--- src/rtl/decoder_controller.sv ---
// Decoder control unit: sequences the five inverse-step units over NUM_ROUNDS
// rounds, counting the round index down from NUM_ROUNDS-1 to 0.
//
// state  | meaning
// -------+---------------------------------------------------------------
// IDLE   | waiting for start
// INIT   | load iteration with NUM_ROUNDS-1
// IRC_S  | pulse IRC_start
// IRC_W  | wait for IRC_finish
// IRE_S  | pulse IRE_start
// IRE_W  | wait for IRE_finish
// IPE_S  | pulse IPE_start
// IPE_W  | wait for IPE_finish
// IRO_S  | pulse IRO_start
// IRO_W  | wait for IRO_finish
// ICP_S  | pulse ICP_start
// ICP_W  | wait for ICP_finish, then end of round
// NEXT   | decrement iteration, start next round
// DONE   | pulse finish, return to IDLE
module decoder_controller #(
  parameter int NUM_ROUNDS = 24,
  parameter int ITER_W     = 6
) (
  input  logic              clk,
  input  logic              rst,
  input  logic              start,
  output logic              finish,
  output logic              busy,
  output logic              IRC_start,
  output logic              IRE_start,
  output logic              IPE_start,
  output logic              IRO_start,
  output logic              ICP_start,
  input  logic              IRC_finish,
  input  logic              IRE_finish,
  input  logic              IPE_finish,
  input  logic              IRO_finish,
  input  logic              ICP_finish,
  output logic [ITER_W-1:0] iteration
);

  typedef enum logic [3:0] {
    IDLE, INIT,
    IRC_S, IRC_W,
    IRE_S, IRE_W,
    IPE_S, IPE_W,
    IRO_S, IRO_W,
    ICP_S, ICP_W,
    NEXT, DONE
  } state_t;

  localparam logic [ITER_W-1:0] LAST_ROUND = ITER_W'(NUM_ROUNDS - 1);

  state_t            state_q, state_d;
  logic [ITER_W-1:0] iteration_q, iteration_d;
  logic              finish_q, finish_d;
  logic              busy_q, busy_d;
  logic              irc_start_q, irc_start_d;
  logic              ire_start_q, ire_start_d;
  logic              ipe_start_q, ipe_start_d;
  logic              iro_start_q, iro_start_d;
  logic              icp_start_q, icp_start_d;

  // Next-state and round counter; only the finish of the unit being waited on advances.
  always_comb begin
    state_d     = state_q;
    iteration_d = iteration_q;
    case (state_q)
      IDLE:  if (start) state_d = INIT;
      INIT:  begin
        iteration_d = LAST_ROUND;
        state_d     = IRC_S;
      end
      IRC_S: state_d = IRC_W;
      IRC_W: if (IRC_finish) state_d = IRE_S;
      IRE_S: state_d = IRE_W;
      IRE_W: if (IRE_finish) state_d = IPE_S;
      IPE_S: state_d = IPE_W;
      IPE_W: if (IPE_finish) state_d = IRO_S;
      IRO_S: state_d = IRO_W;
      IRO_W: if (IRO_finish) state_d = ICP_S;
      ICP_S: state_d = ICP_W;
      ICP_W: begin
        if (ICP_finish) begin
          if (iteration_q == '0) state_d = DONE;
          else                   state_d = NEXT;
        end
      end
      NEXT:  begin
        iteration_d = iteration_q - ITER_W'(1);
        state_d     = IRC_S;
      end
      DONE:  state_d = IDLE;
      default: state_d = IDLE;
    endcase
  end

  // Moore outputs decoded from the next state so the registered copies line up with state_q.
  always_comb begin
    busy_d      = (state_d != IDLE);
    finish_d    = (state_d == DONE);
    irc_start_d = (state_d == IRC_S);
    ire_start_d = (state_d == IRE_S);
    ipe_start_d = (state_d == IPE_S);
    iro_start_d = (state_d == IRO_S);
    icp_start_d = (state_d == ICP_S);
  end

  // State, counter and output registers; reset wins over everything.
  always_ff @(posedge clk) begin
    if (rst) begin
      state_q     <= IDLE;
      iteration_q <= '0;
      finish_q    <= 1'b0;
      busy_q      <= 1'b0;
      irc_start_q <= 1'b0;
      ire_start_q <= 1'b0;
      ipe_start_q <= 1'b0;
      iro_start_q <= 1'b0;
      icp_start_q <= 1'b0;
    end else begin
      state_q     <= state_d;
      iteration_q <= iteration_d;
      finish_q    <= finish_d;
      busy_q      <= busy_d;
      irc_start_q <= irc_start_d;
      ire_start_q <= ire_start_d;
      ipe_start_q <= ipe_start_d;
      iro_start_q <= iro_start_d;
      icp_start_q <= icp_start_d;
    end
  end

  assign finish    = finish_q;
  assign busy      = busy_q;
  assign IRC_start = irc_start_q;
  assign IRE_start = ire_start_q;
  assign IPE_start = ipe_start_q;
  assign IRO_start = iro_start_q;
  assign ICP_start = icp_start_q;
  assign iteration = iteration_q;

endmodule

--- config.mk ---
export PLATFORM = sky130hd
export DESIGN_NAME = decoder_controller
export DESIGN_NICKNAME = d
export VERILOG_FILES = /design/src/rtl/decoder_controller.sv
export SDC_FILE = /design/constraint.sdc
export NUM_CORES = 1
export LEC_CHECK = 0
export BUFFER_PORTS_ARGS = -buffer_cell sky130_fd_sc_hd__buf_2
export CAP_MARGIN = 20
export CORE_MARGIN = 2
export CORE_UTILIZATION = 29
export DETAILED_ROUTE_END_ITERATION = 8
export GPL_ROUTABILITY_DRIVEN = 0
export PLACE_DENSITY_LB_ADDON = 0.1
export SLEW_MARGIN = 10
export SYNTH_ARGS = -nofsm -noshare
export SYNTH_HDL_FRONTEND = slang
export SYNTH_SLANG_ARGS = --single-unit
--- constraint.sdc ---
create_clock -name clk -period 1.8 [get_ports clk]
set_input_delay 0.36 -clock clk [delete_from_list [all_inputs] [get_ports clk]]
set_output_delay 0.36 -clock clk [all_outputs]
set_load 0.005 [all_outputs]
---- Yosys cells after proc, flatten, opt, wreduce, memory -nomap -nowiden ----
Cells that the tools add are included.
storage, ports and cells
  word-level logic and storage cells ...... 42
  flip-flop bits (word level) ............. 17
  output and inout bits ................... 13
operators by class
  equal/unequal tests ..................... 18
  add/subtract/negate cells ............... 1
  multiplexer cells ....................... 9
  reductions and logical operators ........ 5
operators with widths
  cell                                                  count
  case mux 4 bit (12 select lines)                      1
  equality test 4 bit (second input constant)           8
  equality test 4 x 3 -> 1 bit (second input constant)  6
  two-way mux 4 bit                                     6
  equality test 4 x 2 -> 1 bit (second input constant)  3
  case mux 6 bit (2 select lines)                       1
  zero test 6 bit                                       1
  subtractor 6 x 1 -> 6 bit (second input constant)     1
  equality test 4 x 1 -> 1 bit (second input constant)  1
  zero test 4 bit                                       1
  nonzero test 4 bit                                    1
  nonzero test 2 bit                                    1
  OR reduction 2 bit                                    1
  two-way mux 1 bit                                     1

---- Depth between registers and ports, before layout ----
Gate-level depths: netlist (run 1).
  depth in word-level cells ............... 5
  mapped depth ............................ 7
  mapped depth without buffers ............ 6

---- Least setup slack after synthesis (run 1) ----
No wires, ideal clock.
  path type ............................... reg2reg
  start point ............................. register state_q[2]
  end point ............................... register irc_start_q (netlist: IRC_start)
  arrival ................................. 1559 ps
  library setup time ...................... 88 ps
  path buffers ............................ 1
  slack ................................... 153 ps
  clock period less this slack ............ 1647 ps
  cell stages (with the launch flop) ...... 7
  data required time ...................... 1712 ps
  path through ............................ dfxtp_1 > buf_4 > and3b_1 > and3_4 > a311o_1 > or2_4 > nor4_2
on the way
  longest elaborated chain between the ends .. 4
ends and longest elaborated chain
  item                                                                 RTL line  RTL
  from (decl)                                                          54        state_t state_q, state_d;
  from (signal assigned)                                               122       state_q <= state_d;
  equality test 4 bit or equality test 4 x 1 -> 1 bit (tied branches)  68        case (state_q)
  OR reduction 2 bit (no line)                                         --
  case mux 4 bit (12 select lines) (*)                                 68
  equality test 4 x 2 -> 1 bit (*)                                     102       irc_start_d = (state_d == IRC_S);
  to (signal assigned)                                                 126       irc_start_q <= irc_start_d;
  to (decl)                                                            58        logic irc_start_q, irc_start_d;
Mark *: on every way between the ends. The rest lies on a longest branch, timed or not.
A chain may end at the register's enable or synchronous reset.

---- Worst setup path in the final report (run 1) ----
Ends and elaborated chain as after synthesis.

==> results.json, run 1 <==
{
  "p_total_w": 0.0008438,
  "synthCells": 93,
  "vias": 762,
  "final.setup_skew_ns": 0.002518,
  "post-dp-hpwl_um": 1453,
  "drt-total-wl_um": 1868,
  "clock_tree_from_tritoncts": "yes",
  "floorplan.die_area_mm2": 0.003318,
  "design.final.nets": 136,
  "finalMaxSlewViolations": 0,
  "drc_markers": 0,
  "ys_top_cells_by_area": "dfxtp_1 41%, a211oi_1 5.4%, nand2b_1 5.3%",
  "worst_setup_path_end_kind": "flop",
  "synth_area_um2": 833.3,
  "startpoint_type": "flop",
  "layout.filler_cells": 291,
  "max_capacitance_violation_total": 0,
  "core_area_mm2": 0.002734,
  "postSynthAreaPerCell_um2": 8.960,
  "rsz0062_at_grt": "true",
  "synth_top_area_share_pct": 40.84,
  "io_buffer_count": 20,
  "gr-usage-all-layers_pct": 13.10,
  "finalWorstPathRequiredPeriod_ns": 1.688,
  "dp_worst_setup_slack_ns": 0.001426,
  "numCtsBuffers": 3,
  "gr-total-overflow": 0,
  "h-tree-depth": 1,
  "effective_utilization_at_floorplan_pct": 30.48,
  "timing.final.hold_violations": 0,
  "ir_worst_vdd_uv": 548.9,
  "worst-endpoint-required_ns": 2.01,
  "cts_buffer_depth": 2,
  "ant_nets": 0,
  "ys_seq_area_share_pct": 40.84,
  "syn2layout_area_growth_pct": 29.73,
  "initial_antenna_violation_count": 0,
  "cts_setup_buffers": 0,
  "route.detailed.vias_per_inst": 4.885,
  "synth-async-reset-ratio_pct": 0,
  "grt_first_pass_wirelength_um": 3270,
  "grt_pass1_vias": 773,
  "flop_and_latch_count_out_of_synthesis": 17,
  "clk_pin_slew_ns": 0.10,
  "synthMostInstantiatedCell": "dfxtp_1",
  "max_slew.worst_pin.slew_ns": 0.4032,
  "ys_dominant_reg_cell": "dfxtp_1",
  "row_count": 19,
  "first_pass_iters": 4,
  "post_route_cells_drive_above_1_share_pct": 36.80,
  "max_freq_mhz": 592.3,
  "worst-path-max-fanout": 10,
  "crit_type": "reg2reg",
  "clkLatencyLatePin_ns": 0.29,
  "clockRootBuffer": "clkbuf_4",
  "holdCritPathClass": "in2reg",
  "clock_sink_count": 17,
  "powerDensity_mw_per_mm2": 780.6,
  "ys_top_cells_by_count": "17 x dfxtp_1, 9 x nor2_1, 7 x nand2b_1, 7 x nor3_1",
  "drt_iter0_markers": 11,
  "synth.distinct_cells": 34,
  "die_h_um": 57.61,
  "grt_start_max_net_pins": 15,
  "hold_buffers": 0,
  "holdWs_ns": 0.4189,
  "power.leakage_nw": 0.4558,
  "maxSlewHeadroom_pct": 73.05,
  "setup_ws_ns": 0.1116,
  "wire_per_inst_um": 11.97,
  "postSynthNetCount": 103,
  "critPathArrivalTime_ns": 1.90,
  "antenna-diode-count": 0,
  "run_status": "finished clean",
  "yosysWarningCount": 0,
  "fp.dieW_um": 57.61,
  "post-synth-top-area-cell": "dfxtp_1",
  "count_of_flip_flops_with_a_built_in_enable_after_synthesis": 0,
  "setup_violations": 0,
  "io-pin-count": 21,
  "final_period_util_pct": 93.80
}
-- cell families (layout without fill, tap and decap cells) --
group	after synthesis	count (layout)	synth area share, %
flops	17	17	40.84
buf+inv	10	42	5.255
fa+ha+maj	2	2	3.003
simple gates	46	46	34.38
compound gates	18	18	16.52
-- final timing paths --
check	from	to	slack [ns]	depth (start not counted)
min reg2reg	iteration[4]$_SDFFE_PP0P_	iteration[4]$_SDFFE_PP0P_	0.54	1
max reg2reg	state_q[2]$_SDFF_PP0_	IRC_start$_SDFF_PP0_	0.11	5
max	state_q[2]$_SDFF_PP0_	IRC_start$_SDFF_PP0_	0.11	5
min	rst	state_q[2]$_SDFF_PP0_	0.42	2
-- metal layers --
layer	vias to the layer above	wire length, um	global-route usage [%]
met5	-	0	0
met4	0	15	3.987
met3	2	72	4.762
met2	12	930	23.05
met1	349	849	14.66
li1	399	-	-
-- state kept, by name, indices dropped and copies added, names as in the netlist --
name	flops
ICP_start	1
IPE_start	1
IRC_start	1
IRE_start	1
IRO_start	1
busy	1
finish	1
iteration	6
state_q	4
-- cell usage in the layout, fill, tap and decap left out, types with 2 or more instances in the layout --
cell,n
nor4_1,2
dfxtp_1,15
nor2_1,9
nand2_1,4
buf_4,12
buf_2,20
a211oi_1,6
nor4_2,2
and3b_1,2
inv_1,6
a21oi_1,2
ha_1,2
a31oi_1,2
nand2b_1,7
clkbuf_4,3
nor2b_1,4
nor3_1,7
-- power breakdown --
part / switching, W / internal (W) / leakage (nW)
registers: 0.0000308 / 0.000404 / 0.140
clock network: 0.000125 / 0.0000827 / 0.0177
logic: 0.0000999 / 0.000102 / 0.298
total: 0.000255 / 0.000588 / 0.456
-- layout make-up --
cell class | instances | area, um2 | share of cell area, %
Timing Repair Buffer | 32 | 190.2 | 17.59
Multi-Input combinational cell | 66 | 456.7 | 42.25
Clock inverter | 1 | 5.005 | 0.4630
Sequential cell | 17 | 345.3 | 31.94
Tap cell | 31 | 38.79 | 3.588
Clock buffer | 3 | 22.52 | 2.083
Inverter | 6 | 22.52 | 2.083
-- per-stage QoR --
stage,instances,utilization [%],setup TNS [ns],instance area [um2]
after global placement,152,38.08,0,1041
after detailed placement,152,38.08,0,1041
after global routing,156,39.54,-0.03083,1081
final,156,39.54,0,1081
after CTS,156,39.13,0,1070
after floorplan,93,-,0,833.3
-- repair_timing --
item                                    4_1_cts  5_1_grt
endpoints found under the setup margin        2        7
gates resized for setup                       1        4
hold endpoints to repair                      0        0
-- worst max-delay path, cell delays in order (launching register included) --
cell and delay [ns]:
dfxtp_4 0.40, and3b_1 0.20, and3_4 0.18, a311o_1 0.38, or2_4 0.25, nor4_2 0.20
(Power assumes the default switching activity.)
==> run 2, diff against run 1 <==
--- a/config.mk
+++ b/config.mk
@@ -6,12 +6,13 @@
 export NUM_CORES = 1
 export LEC_CHECK = 0
 export BUFFER_PORTS_ARGS = -buffer_cell sky130_fd_sc_hd__buf_2
-export CAP_MARGIN = 20
+export CAP_MARGIN = 0
 export CORE_MARGIN = 2
 export CORE_UTILIZATION = 29
 export DETAILED_ROUTE_END_ITERATION = 8
 export GPL_ROUTABILITY_DRIVEN = 0
 export PLACE_DENSITY_LB_ADDON = 0.1
+export REMOVE_ABC_BUFFERS = 1
 export SLEW_MARGIN = 10
 export SYNTH_ARGS = -nofsm -noshare
 export SYNTH_HDL_FRONTEND = slang
==> results.json, run 2 (same netlist as run 1, synthesis figures left out) <==
{
  "run_status": "finished clean",
  "hold_path_startpoint": "rst",
  "power.leakage_nw": 0.4416,
  "clkLatencyLatePin_ns": 0.30,
  "worstRegToRegCells": 5,
  "initial_antenna_violation_count": 0,
  "clockRootBuffer": "clkbuf_4",
  "worst-endpoint-required_ns": 2.02,
  "max_capacitance_violation_total": 0,
  "io_buffer_count": 20,
  "numCtsBuffers": 3,
  "setup_ws_ns": 0.1060,
  "hold_buffers": 0,
  "min_delay_path_depth": 2,
  "syn2layout_area_growth_pct": 27.03,
  "core_area_mm2": 0.002734,
  "register_area_um2": 345.3,
  "gr-total-overflow": 0,
  "maxSlewHeadroom_pct": 75.27,
  "worst_r2r_startpoint": "state_q[2]$_SDFF_PP0_",
  "powerDensity_mw_per_mm2": 794.2,
  "area_of_the_multi_input_gates_um2": 456.7,
  "design.final.nets": 133,
  "die_h_um": 57.61,
  "setup_violations": 0,
  "ant_nets": 0,
  "cts_buffer_depth": 2,
  "max_freq_mhz": 590.3,
  "finalWorstPathRequiredPeriod_ns": 1.694,
  "grt_start_max_net_pins": 15,
  "final_common_cell": "buf_2",
  "h-tree-depth": 1,
  "critPathArrivalTime_ns": 1.92,
  "fp.dieW_um": 57.61,
  "grt_first_pass_wirelength_um": 3146,
  "wire_per_inst_um": 12.55,
  "worst-path-max-fanout": 10,
  "startpoint_type": "flop",
  "route.detailed.vias_per_inst": 5.046,
  "largest_register_ffs": 6,
  "gr-usage-all-layers_pct": 12.58,
  "worst_hold_path_endpoint": "state_q[0]$_SDFF_PP0_",
  "holdCritPathClass": "in2reg",
  "final.setup_skew_ns": 0.01200,
  "max_slew.worst_pin.slew_ns": 0.3700,
  "floorplan.die_area_mm2": 0.003318,
  "finalMaxSlewViolations": 0,
  "layout.filler_cells": 287,
  "io-pin-count": 21,
  "timing.final.hold_violations": 0,
  "vias": 772,
  "first_pass_iters": 4,
  "row_count": 19,
  "ir_worst_vdd_uv": 565.4,
  "worst-r2r-setup-slack_ns": 0.11,
  "finalSetupTns_ns": 0,
  "clk_pin_slew_ns": 0.11,
  "layout_common_cells": "20 x buf_2, 15 x dfxtp_1, 9 x nor2_1, 9 x buf_4",
  "post_route_cells_drive_above_1_share_pct": 35.25,
  "worst_setup_path_end_kind": "flop",
  "effective_utilization_at_floorplan_pct": 30.48,
  "drt-total-wl_um": 1920,
  "post-dp-hpwl_um": 1417,
  "clock_sink_count": 17,
  "drt_iter0_markers": 23,
  "rsz0062_at_grt": "false",
  "crit_type": "reg2reg",
  "dp_worst_setup_slack_ns": -0.004934,
  "antenna-diode-count": 0,
  "r2r-end": "IRE_start$_SDFF_PP0_",
  "clock_tree_from_tritoncts": "yes",
  "grt_pass1_vias": 711,
  "drc_markers": 0,
  "startpoint": "state_q[2]$_SDFF_PP0_",
  "final_period_util_pct": 94.11
}
-- run 2: area by class of cell --
class / count / area share, %
Sequential cell: 17 / 32.62
Tap cell: 31 / 3.664
Multi-Input combinational cell: 66 / 43.14
Clock buffer: 3 / 2.128
Inverter: 6 / 2.128
Clock inverter: 1 / 0.4728
Timing Repair Buffer: 29 / 15.84
-- run 2: through the flow --
step           total power [W]  instances  util, %  instance area [um2]  hold WS, ns
2_1_floorplan        0.0005591         89        -                812.0       0.4294
3_3_place_gp         0.0006393        149    37.25                 1018       0.5238
3_5_place_dp         0.0006379        149    37.25                 1018       0.5211
4_1_cts              0.0008524        153    38.31                 1047       0.4038
5_1_grt              0.0009000        153    38.72                 1059       0.4135
6_report             0.0008407        153    38.72                 1059       0.4080
-- run 2: metal layers --
metal	vias up	track usage (%)	wire (um)
li1	391	-	-
met1	360	14.64	880
met2	17	21.27	945
met3	4	4.762	74
met4	0	3.987	19
met5	-	0	0
-- run 2: timing repair --
| item | 4_1_cts | 5_1_grt |
|---|---|---|
| resized for setup | 1 | 4 |
| hold endpoints to repair | 0 | 0 |
| endpoints found under the setup margin | 2 | 6 |
| buffers inserted | 0 | 0 |
| cloned | 0 | 0 |
-- run 2: worst max path at each step --
stage                                      to  cells past startpoint
global route             IRC_start$_SDFF_PP0_                      6
finish                   IRE_start$_SDFF_PP0_                      5
global placement         IRE_start$_SDFF_PP0_                      5
detailed placement       IRE_start$_SDFF_PP0_                      5
floorplan           iteration[5]$_SDFFE_PP0P_                      5
CTS                      IRC_start$_SDFF_PP0_                      5
-- run 2: critical path, stage by stage, from the launching register on --
cell     delay (ns)
dfxtp_4        0.41
and3b_1        0.21
and3_4         0.18
a311o_1        0.38
or2_4          0.26
nor4_2         0.19
-- run 2: power by group --
part           internal, W  switching, W  total, W
registers         0.000404     0.0000321  0.000436
logic            0.0000937      0.000100  0.000194
clock network    0.0000827      0.000128  0.000211
==> run 3, diff against run 2 <==
--- a/config.mk
+++ b/config.mk
@@ -11,7 +11,7 @@
 export CORE_UTILIZATION = 29
 export DETAILED_ROUTE_END_ITERATION = 8
 export GPL_ROUTABILITY_DRIVEN = 0
-export PLACE_DENSITY_LB_ADDON = 0.1
+export PLACE_DENSITY = 0.61
 export REMOVE_ABC_BUFFERS = 1
 export SLEW_MARGIN = 10
 export SYNTH_ARGS = -nofsm -noshare
==> results.json, run 3 (same netlist as run 1, synthesis figures left out) <==
{
  "floorplan.die_area_mm2": 0.003318,
  "core_area_mm2": 0.002734,
  "critPathArrivalTime_ns": 1.92,
  "route.detailed.vias_per_inst": 4.940,
  "drt-total-wl_um": 1754,
  "grt_first_pass_wirelength_um": 3084,
  "area_of_the_multi_input_gates_um2": 449.2,
  "wire_per_inst_um": 11.62,
  "numCtsBuffers": 3,
  "clk_pin_slew_ns": 0.10,
  "gr-usage-all-layers_pct": 12.07,
  "largest_register_ffs": 6,
  "clkLatencyLatePin_ns": 0.30,
  "cts_setup_buffers": 0,
  "row_count": 19,
  "timing.final.hold_violations": 0,
  "grt_pass1_vias": 706,
  "final.setup_skew_ns": 0.006275,
  "syn2layout_area_growth_pct": 24.02,
  "first_pass_iters": 4,
  "holdCritPathClass": "in2reg",
  "h-tree-depth": 1,
  "ant_nets": 0,
  "slowest_stage_cell_on_the_critical_path": "a311o_1",
  "layout_common_cells": "20 x buf_2, 15 x dfxtp_1, 9 x nor2_1",
  "p_total_w": 0.0008264,
  "drt_iter0_markers": 4,
  "place.detailed.instances": 147,
  "finalWorstPathRequiredPeriod_ns": 1.697,
  "initial_antenna_violation_count": 0,
  "cp_num_buf_inv": 0,
  "vias": 746,
  "clock_sink_count": 17,
  "crit_type": "reg2reg",
  "io-pin-count": 21,
  "rsz0062_at_grt": "false",
  "ir_worst_vdd_uv": 539.6,
  "design.final.nets": 131,
  "max_stage_delay_ns": 0.39,
  "cts_buffer_depth": 2,
  "clock_tree_from_tritoncts": "yes",
  "run_status": "finished clean",
  "max_freq_mhz": 589.3,
  "grt_start_max_net_pins": 15,
  "final_period_util_pct": 94.27,
  "worst-endpoint-required_ns": 2.02,
  "post-dp-hpwl_um": 1356,
  "worst-path-max-fanout": 6,
  "critPathTopFamily": "simple AND/OR/NAND/NOR gates",
  "maxSlewHeadroom_pct": 73.79,
  "setup_violations": 0,
  "final_common_cell": "buf_2",
  "max_capacitance_violation_total": 0,
  "powerDensity_mw_per_mm2": 799.6,
  "register_area_um2": 342.8,
  "io_buffer_count": 20,
  "die_h_um": 57.61,
  "worst_setup_path_end_kind": "flop",
  "gr-total-overflow": 0,
  "drc_markers": 0,
  "post_route_cells_drive_above_1_share_pct": 33.33,
  "stdcell_count": 151,
  "layout.filler_cells": 275,
  "finalMaxSlewViolations": 0,
  "fp.dieW_um": 57.61,
  "max_slew.worst_pin.slew_ns": 0.3921,
  "finalCoreUtilization_pct": 37.80,
  "startpoint_type": "flop",
  "power.leakage_nw": 0.4302,
  "crit_chain": "and3b_1 > and3_4 > a311o_1 > or2_4 > nor4_2",
  "antenna-diode-count": 0,
  "clockRootBuffer": "clkbuf_4",
  "effective_utilization_at_floorplan_pct": 30.48
}
## run 3: cell types whose count changed in the layout (fill, tap and decap cells not counted)
| cell | change |
|---|---|
| nor4bb_2 | -1 |
| buf_4 | -2 |
| nor4bb_1 | +1 |
| a2111oi_0 | +1 |
| a2111oi_1 | -1 |
| dfxtp_2 | +1 |
| dfxtp_4 | -1 |
## run 3: cell type report
| type | instances | area share [%] |
|---|---|---|
| Sequential cell | 17 | 33.17 |
| Clock buffer | 3 | 2.179 |
| Clock inverter | 1 | 0.4843 |
| Tap cell | 31 | 3.753 |
| Inverter | 6 | 2.179 |
| Multi-Input combinational cell | 66 | 43.46 |
| Timing Repair Buffer | 27 | 14.77 |
## run 3: report_power, final
group	internal, W	leakage [nW]	switching, W
clock network	0.0000829	0.0177	0.000124
registers	0.000406	0.139	0.0000330
logic	0.0000889	0.273	0.0000923
total	0.000577	0.430	0.000249
## run 3: layer usage
layer,GRT usage [%],vias to the layer above,wire length [um]
li1,-,394,-
met1,14.39,329,840
met2,19.81,21,810
met3,4.762,2,95
met4,3.987,0,7
met5,0,-,0
## run 3: final timing paths
kind	start	end	slack (ns)	cells past startpoint
setup / recovery	state_q[1]$_SDFF_PP0_	IRC_start$_SDFF_PP0_	0.10	5
hold / removal	rst	state_q[0]$_SDFF_PP0_	0.40	2
hold reg to reg	iteration[4]$_SDFFE_PP0P_	iteration[4]$_SDFFE_PP0P_	0.54	1
setup reg to reg	state_q[1]$_SDFF_PP0_	IRC_start$_SDFF_PP0_	0.10	5
## run 3: what timing repair did
item | CTS | global route
resized for setup | 0 | 2
endpoints found under the setup margin | 0 | 3
hold buffers | 0 | 0
## run 3: through the flow
stage                     setup TNS, ns  area (um2)  worst slack, ns  hold slack [ns]
after CTS                             0        1031          0.04264           0.3903
after detailed placement              0        1003          0.07443           0.5292
after global placement                0        1003           0.1045           0.5148
after floorplan                 -0.3574       812.0          -0.2149           0.4294
after global routing                  0        1033          0.01735           0.4091
final                                 0        1033           0.1031           0.3992
